==> src/rtl/bnn_pkg.sv <==
// Shared definitions for the BNN command sequencer.
//   - Opcode byte values understood by the sequencer.
//   - seq_state_t : sequencer FSM states.
//   - wr_tgt_t    : buffer selected by the latest write opcode.
//   - tgt_onehot  : maps a target to its one-hot write-select pattern.
package bnn_pkg;

  localparam logic [7:0] OP_NOP   = 8'h00;
  localparam logic [7:0] OP_WR_IN = 8'hB1;
  localparam logic [7:0] OP_WR_W  = 8'hB2;
  localparam logic [7:0] OP_WR_B  = 8'hB3;
  localparam logic [7:0] OP_RUN   = 8'hAE;

  typedef enum logic [1:0] {IDLE, LOAD, RUN} seq_state_t;

  typedef enum logic [1:0] {TGT_IN, TGT_W, TGT_B} wr_tgt_t;

  // Bit order matches wr_sel: [0] inputs, [1] weights, [2] bias.
  function automatic logic [2:0] tgt_onehot(input wr_tgt_t tgt);
    logic [2:0] sel;
    unique case (tgt)
      TGT_IN:  sel = 3'b001;
      TGT_W:   sel = 3'b010;
      TGT_B:   sel = 3'b100;
      default: sel = 3'b000;
    endcase
    return sel;
  endfunction

endpackage

==> src/rtl/bnn_payload_counter.sv <==
// Payload length / address counter for the command sequencer.
// Ports:
//   clk, rst_n  : clock, asynchronous active-low reset
//   load, len   : load a payload length; clears the address
//   step        : one payload byte consumed
//   remaining   : bytes still expected in the current payload
//   wr_addr     : index of the next payload byte, starting at 0
//   last        : the next consumed byte is the final one
module bnn_payload_counter
  import bnn_pkg::*;
#(
  parameter int unsigned ADDR_W = 10
) (
  input  logic              clk,
  input  logic              rst_n,
  input  logic              load,
  input  logic [ADDR_W:0]   len,
  input  logic              step,
  output logic [ADDR_W:0]   remaining,
  output logic [ADDR_W-1:0] wr_addr,
  output logic              last
);

  logic [ADDR_W:0]   rem_q, rem_d;
  logic [ADDR_W-1:0] addr_q, addr_d;

  assign last = (rem_q == {{ADDR_W{1'b0}}, 1'b1});

  always_comb begin
    rem_d  = rem_q;
    addr_d = addr_q;
    if (load) begin
      rem_d  = len;
      addr_d = '0;
    end else if (step && (rem_q != '0)) begin
      rem_d = rem_q - 1'b1;
      // Hold on the final byte so the address never exceeds length-1.
      if (!last) begin
        addr_d = addr_q + 1'b1;
      end
    end
  end

  always_ff @(posedge clk or negedge rst_n) begin
    if (!rst_n) begin
      rem_q  <= '0;
      addr_q <= '0;
    end else begin
      rem_q  <= rem_d;
      addr_q <= addr_d;
    end
  end

  assign remaining = rem_q;
  assign wr_addr   = addr_q;

endmodule

==> src/rtl/bnn_cmd_sequencer.sv <==
// Byte-stream command sequencer between the SPI byte interface and the BNN
// buffers/core. Decodes opcodes, streams fixed-length payloads into the
// input/weight/bias buffers and launches/tracks inference runs.
// Ports:
//   byte_valid/byte_data/byte_ready : SPI byte handshake
//   wr_en/wr_sel/wr_addr/wr_data    : registered buffer write port
//   start, done                     : run launch pulse / core completion
//   mode                            : {run, bias, weight, input} state view
//   err                             : one-cycle pulse on an illegal opcode
module bnn_cmd_sequencer
  import bnn_pkg::*;
#(
  parameter int unsigned IN_BYTES = 98,
  parameter int unsigned W_BYTES  = 980,
  parameter int unsigned B_BYTES  = 10,
  parameter int unsigned ADDR_W   = 10
) (
  input  logic              clk,
  input  logic              rst_n,
  input  logic              byte_valid,
  input  logic [7:0]        byte_data,
  output logic              byte_ready,
  output logic              wr_en,
  output logic [2:0]        wr_sel,
  output logic [ADDR_W-1:0] wr_addr,
  output logic [7:0]        wr_data,
  output logic              start,
  input  logic              done,
  output logic [3:0]        mode,
  output logic              err
);

  localparam int unsigned CntW = ADDR_W + 1;
  localparam logic [ADDR_W:0] InLen = CntW'(IN_BYTES);
  localparam logic [ADDR_W:0] WLen  = CntW'(W_BYTES);
  localparam logic [ADDR_W:0] BLen  = CntW'(B_BYTES);

  seq_state_t        state_q, state_d;
  wr_tgt_t           tgt_q, tgt_d;
  logic              wr_en_q, wr_en_d;
  logic [2:0]        wr_sel_q, wr_sel_d;
  logic [ADDR_W-1:0] wr_addr_q, wr_addr_d;
  logic [7:0]        wr_data_q, wr_data_d;
  logic              start_q, start_d;
  logic              err_q, err_d;

  logic              cnt_load, cnt_step, cnt_last;
  logic [ADDR_W:0]   cnt_len, cnt_remaining;
  logic [ADDR_W-1:0] cnt_addr;
  logic              accept;

  bnn_payload_counter #(
    .ADDR_W (ADDR_W)
  ) u_payload_counter (
    .clk       (clk),
    .rst_n     (rst_n),
    .load      (cnt_load),
    .len       (cnt_len),
    .step      (cnt_step),
    .remaining (cnt_remaining),
    .wr_addr   (cnt_addr),
    .last      (cnt_last)
  );

  assign byte_ready = (state_q != RUN);
  assign accept     = byte_valid & byte_ready;

  always_comb begin
    state_d   = state_q;
    tgt_d     = tgt_q;
    cnt_load  = 1'b0;
    cnt_len   = '0;
    cnt_step  = 1'b0;
    wr_en_d   = 1'b0;
    wr_sel_d  = '0;
    wr_addr_d = '0;
    wr_data_d = '0;
    start_d   = 1'b0;
    err_d     = 1'b0;
    unique case (state_q)
      IDLE: begin
        if (accept) begin
          case (byte_data)
            OP_WR_IN: begin
              tgt_d    = TGT_IN;
              cnt_load = 1'b1;
              cnt_len  = InLen;
              state_d  = LOAD;
            end
            OP_WR_W: begin
              tgt_d    = TGT_W;
              cnt_load = 1'b1;
              cnt_len  = WLen;
              state_d  = LOAD;
            end
            OP_WR_B: begin
              tgt_d    = TGT_B;
              cnt_load = 1'b1;
              cnt_len  = BLen;
              state_d  = LOAD;
            end
            OP_RUN: begin
              start_d = 1'b1;
              state_d = RUN;
            end
            OP_NOP:  ;
            default: err_d = 1'b1;
          endcase
        end
      end
      LOAD: begin
        // Empty counter cannot occur with legal lengths; recover to IDLE.
        if (cnt_remaining == '0) begin
          state_d = IDLE;
        end else if (accept) begin
          wr_en_d   = 1'b1;
          wr_sel_d  = tgt_onehot(tgt_q);
          wr_addr_d = cnt_addr;
          wr_data_d = byte_data;
          cnt_step  = 1'b1;
          if (cnt_last) begin
            state_d = IDLE;
          end
        end
      end
      RUN: begin
        if (done) begin
          state_d = IDLE;
        end
      end
      default: state_d = IDLE;
    endcase
  end

  always_ff @(posedge clk or negedge rst_n) begin
    if (!rst_n) begin
      state_q   <= IDLE;
      tgt_q     <= TGT_IN;
      wr_en_q   <= 1'b0;
      wr_sel_q  <= '0;
      wr_addr_q <= '0;
      wr_data_q <= '0;
      start_q   <= 1'b0;
      err_q     <= 1'b0;
    end else begin
      state_q   <= state_d;
      tgt_q     <= tgt_d;
      wr_en_q   <= wr_en_d;
      wr_sel_q  <= wr_sel_d;
      wr_addr_q <= wr_addr_d;
      wr_data_q <= wr_data_d;
      start_q   <= start_d;
      err_q     <= err_d;
    end
  end

  always_comb begin
    mode = 4'b0000;
    unique case (state_q)
      LOAD:    mode = {1'b0, tgt_onehot(tgt_q)};
      RUN:     mode = 4'b1000;
      default: mode = 4'b0000;
    endcase
  end

  assign wr_en   = wr_en_q;
  assign wr_sel  = wr_sel_q;
  assign wr_addr = wr_addr_q;
  assign wr_data = wr_data_q;
  assign start   = start_q;
  assign err     = err_q;

endmodule

==> config.mk <==
export PLATFORM = sky130hd
export DESIGN_NAME = bnn_cmd_sequencer
export DESIGN_NICKNAME = d
export VERILOG_FILES = /design/src/rtl/bnn_pkg.sv /design/src/rtl/bnn_payload_counter.sv /design/src/rtl/bnn_cmd_sequencer.sv
export SDC_FILE = /design/constraint.sdc
export NUM_CORES = 1
export LEC_CHECK = 0
export ABC_AREA = 1
export BUFFER_PORTS_ARGS = -buffer_cell sky130_fd_sc_hd__buf_2
export CORE_ASPECT_RATIO = 1.5
export CORE_UTILIZATION = 40
export DETAILED_ROUTE_END_ITERATION = 6
export PLACE_DENSITY = 0.67
export RECOVER_POWER = 50
export SLEW_MARGIN = 15
export SYNTH_ARGS = -nofsm -noshare
export SYNTH_HDL_FRONTEND = slang
export SYNTH_SLANG_ARGS = --single-unit
==> constraint.sdc <==
create_clock -name clk -period 1.8 [get_ports clk]
set_input_delay 0.36 -clock clk [delete_from_list [all_inputs] [get_ports clk]]
set_output_delay 0.36 -clock clk [all_outputs]
set_load 0.05 [all_outputs]
# After elaboration in Yosys (flattened, before gate mapping)
# Index checks and enable logic that the tools add are counted.
# totals
elab_cells	81
in_bits	12
register_bits	49
output_inout_bits	29
# op_classes
reduce_logical	13
n_addsub	2
n_eq_ne	16
n_mux	39
n_bitwise	1
# op_table
cell	n
$mux W10	8
$eq A8 B8 Y1 const B	4
$pmux W10 S3	1
$mux W8	3
$mux W11	2
$mux W1	12
$pmux W2 S3	2
$eq A11 B1 Y1 const B	1
$logic_not A11 Y1	1
$reduce_bool A11 Y1	1
$sub A11 B1 Y11 const B	1
$add A10 B1 Y10 const B	1
$mux W2	5
$mux W3	3
$pmux W3 S3	1
$logic_not A8 Y1	1
$ne A2 B2 Y1 const B	4
$pmux W4 S2	1
$ne A3 B3 Y1 const B	2
$reduce_and A5 Y1	1
$reduce_or A5 Y1	1
$eq A2 B1 Y1 const B	2
$eq A2 B2 Y1 const B	2
$logic_not A2 Y1	2
9 further kinds	9

# Depth between registers and ports, before layout
# logic_depth
depth_word	8
depth_mapped	11
depth_no_buf	11

# Cells and area by module
# From an unflattened synthesis, not the netlist that was laid out.
# hier_totals
cells_unflattened	377
area_unflattened_um2	2830.2
# modules_own_cells
module	seq_area_each_um2	n_inst	area_each_um2	cells_each
bnn_payload_counter	525.5	1	1531.5	223
bnn_cmd_sequencer	700.7	1	1298.7	154

# Least setup slack after synthesis
# No wires, ideal clock.
# synth_timing
kind	register to output
start	register state_q[1]
end	output port mode[2]
path_buffers	0
arrival_ns	1.877
path_stages_with_launch	5
path_slack_ns	-0.437
t_required_ns	1.440
path_cell_list	dfrtp_1 inv_1 ha_1 inv_1 nor3_1
# synth_via
elab_chain_len	2
word_cells_on_any_way	3
classes_between	2 x eq/ne; 1 x mux
# synth_rtl
element	line_no	source
start, declared	bnn_cmd_sequencer.sv:38	seq_state_t state_q, state_d;
start signal, assigned	bnn_cmd_sequencer.sv:146	state_q <= state_d;
$eq A2 B2 Y1 / $eq A2 B1 Y1 (equally long branches)	bnn_cmd_sequencer.sv:159	unique case (state_q)
$pmux W4 S2 *	bnn_cmd_sequencer.sv:159	
end, declared	bnn_cmd_sequencer.sv:29	output logic [3:0] mode,
# Mark *: on every way between the ends. The rest lies on a longest branch, timed or not.

# Worst setup path in the final report
# Same ends and word-level chain as after synthesis.

==> impl_metrics.json <==
{
  "path_clk_slew_ns": 0.08,
  "status": "finished clean",
  "gp_congestion": 0.849,
  "seqCellArea_um2": 1230,
  "synth_ff_type": "dfrtp_1",
  "synth_area_leader_cell": "dfrtp_1",
  "startpoint": "state_q[1]$_DFFE_PN0P_",
  "grt_pass1_vias": 2031,
  "ys_types": 30,
  "placed_cells": 443,
  "path_class": "flop to output pin",
  "powerDensity_nw_per_um2": 1360,
  "postSynth.asyncResetShare": 1.00,
  "power_leakage_nw": 1.67,
  "crit_path_max_fanout": 3,
  "clock_latency_ns": 0.30,
  "min_path_type": "input pin to flop",
  "clock_skew_ns": 0.00717,
  "total_power_mw": 4.27,
  "multi_input_area_um2": 1200,
  "fp.dieW_um": 67.9,
  "vdd_drop_max_mv": 0.583,
  "ys_seq_area_frac": 0.471,
  "clockPowerShare": 0.176,
  "rsz0062_at_grt": "true",
  "final_max_slew_viol_count": 0,
  "via_count": 2185,
  "fp.dieH_um": 101,
  "period_minus_slack_ns": 1.76,
  "rows": 35,
  "grt_max_degree": 50,
  "dieArea_um2": 6840,
  "numPortBuffers": 40,
  "seq_power_share": 0.356,
  "internal-power_mw": 2.44,
  "synth_top_area_share": 0.471,
  "grt_pass1_wl_um": 8980,
  "tightest_slew_ns": 1.17,
  "clock_tree.root_cell": "clkbuf_8",
  "cp.arrival_ns": 1.40,
  "syn-num-nets": 344,
  "netlist_area_um2": 2600,
  "synth_edf_count": 0,
  "setup_violations": 0,
  "critPathCaptureType": "output pin",
  "clock_sink_count": 49,
  "ys_warn_count": 0,
  "p_sw_mw": 1.83,
  "wl_um": 5430,
  "postCtsHoldBufs": 0,
  "initial_utilization": 0.419,
  "drive_gt1_frac": 0.241,
  "fin_crit_sh": 0.977,
  "antenna_cells_inserted": 0,
  "maxCapViolCount": 0,
  "grt_usage": 0.174,
  "h-tree-depth": 2,
  "postSynthAreaPerCell_um2": 8.01,
  "pwr-share-comb": 0.468,
  "crit_required_ns": 1.44,
  "final_nets": 400,
  "synthTopCellsByArea": "dfrtp_1, nand2_1, nor2_1",
  "max_freq_ghz": 0.569,
  "yosysMostFrequentCell": "nand2_1",
  "numCtsBuffers": 5,
  "instances_no_fill": 455,
  "slew_headroom": 0.218,
  "synthToLayoutAreaGrowth_pct": 20.6,
  "ys_ff_latch": 49,
  "drt_pass1_iterations": 4,
  "dp_hpwl_um": 4150,
  "fp.coreArea_um2": 6220,
  "finalHoldViolCount": 0,
  "fillers": 606,
  "ys_top_cells_by_count": "nand2_1, dfrtp_1, nor2_1, inv_1, nand3_1",
  "ios": 41,
  "clockBufferDepth": 2,
  "tritoncts": "done",
  "fin_hold_ws_ns": 0.296,
  "netSwitchingFraction": 0.428,
  "worstSetupStartpointType": "flop",
  "hp-start": "byte_data[3]",
  "drcViolationCount": 0,
  "antenna_found_initial": 0,
  "grt_overflow": 0,
  "drt_first_iter_violations": 147,
  "netlist_instances": 325,
  "wl_per_cell_um": 11.9,
  "reg2reg_from": "state_q[0]$_DFFE_PN0P_",
  "routed_via_density": 4.80,
  "ant_nets": 0
}
metrics by stage:
step | setup WS [ns] | TNS (ns) | cell area, um2 | util
after floorplan | -0.0420 | -0.0815 | 2620 | -
after global placement | 0.0486 | 0 | 2940 | 0.472
after detailed placement | 0.0445 | 0 | 2940 | 0.472
after CTS | -0.0224 | -0.0224 | 3050 | 0.491
after global routing | -0.0214 | -0.0455 | 3140 | 0.505
final | 0.0419 | 0 | 3140 | 0.505
layer usage:
layer / GRT usage / vias up / share of wire
li1: - / 1123 / -
met4: 0.0657 / 0 / 0.020
met1: 0.196 / 1021 / 0.41
met3: 0.0339 / 11 / 0.023
met5: 0 / - / 0
met2: 0.313 / 30 / 0.55
state kept, by name (all words and copies together) (netlist names):
name,flops
u_payload_counter.remaining,11
u_payload_counter.wr_addr,10
wr_addr,10
wr_data,8
wr_sel,3
state_q,2
tgt_q,2
err,1
start,1
wr_en,1
final timing paths:
check | end | slack (ns) | depth (start not counted)
worst max-delay path | mode[2] | 0.04 | 5
worst min register to register | wr_sel[0]$_DFF_PN0_ | 0.51 | 1
worst min-delay path | wr_data[3]$_DFF_PN0_ | 0.30 | 3
max in group asynchronous | tgt_q[0]$_DFFE_PN0P_ | 0.65 | 2
worst max register to register | u_payload_counter.wr_addr[4]$_DFFE_PN0P_ | 0.14 | 11
min in group asynchronous | u_payload_counter.wr_addr[2]$_DFFE_PN0P_ | 0.37 | 2
layout by cell type (no fill, tap or decap), types with 11 or more instances in the layout:
master	instances
buf_2	24
buf_4	11
clkbuf_1	13
dfrtp_1	48
inv_1	37
inv_2	12
nand2_1	69
nand3_1	32
nor2_1	47
o21ai_0	12
worst max-delay path, stage by stage, from the launching register on:
cell and delay, ns:
dfrtp_1 0.37, inv_2 0.07, ha_4 0.26, inv_2 0.04
nor3_2 0.17, buf_6 0.18
layout make-up:
class / count / area share
repair buffers: 54 / 0.102
well taps: 74 / 0.0295
clock inverters: 2 / 0.0112
flip-flops and latches: 49 / 0.391
inverters: 50 / 0.0606
clock buffers: 5 / 0.0219
multi-input cells: 221 / 0.384
what timing repair did:
action	CTS	global route
gates cloned	0	0
endpoints found under the setup margin	3	22
buffers inserted	0	5
resized for setup	5	16
pin swaps	0	5
kinds of logic (layout without fill, tap and decap cells):
kind of cell / Yosys count / count (layout) / share of synthesized area
compound gates: 29 / 29 / 0.0653
xor+xnor: 6 / 6 / 0.0202
fa+ha+maj: 7 / 7 / 0.0336
buf+inv: 55 / 111 / 0.0899
flops: 49 / 49 / 0.471
simple gates: 179 / 179 / 0.320
power groups by stage:
stage	sequential, mW	combinational, mW	clock, mW
after floorplan	1.75	1.24	0
after global placement	1.54	1.86	0
after detailed placement	1.54	1.88	0
after CTS	1.52	1.91	0.775
after global routing	1.55	2.23	0.818
final	1.52	2.00	0.751
No activity file was read; power rests on OpenSTA's default activity.
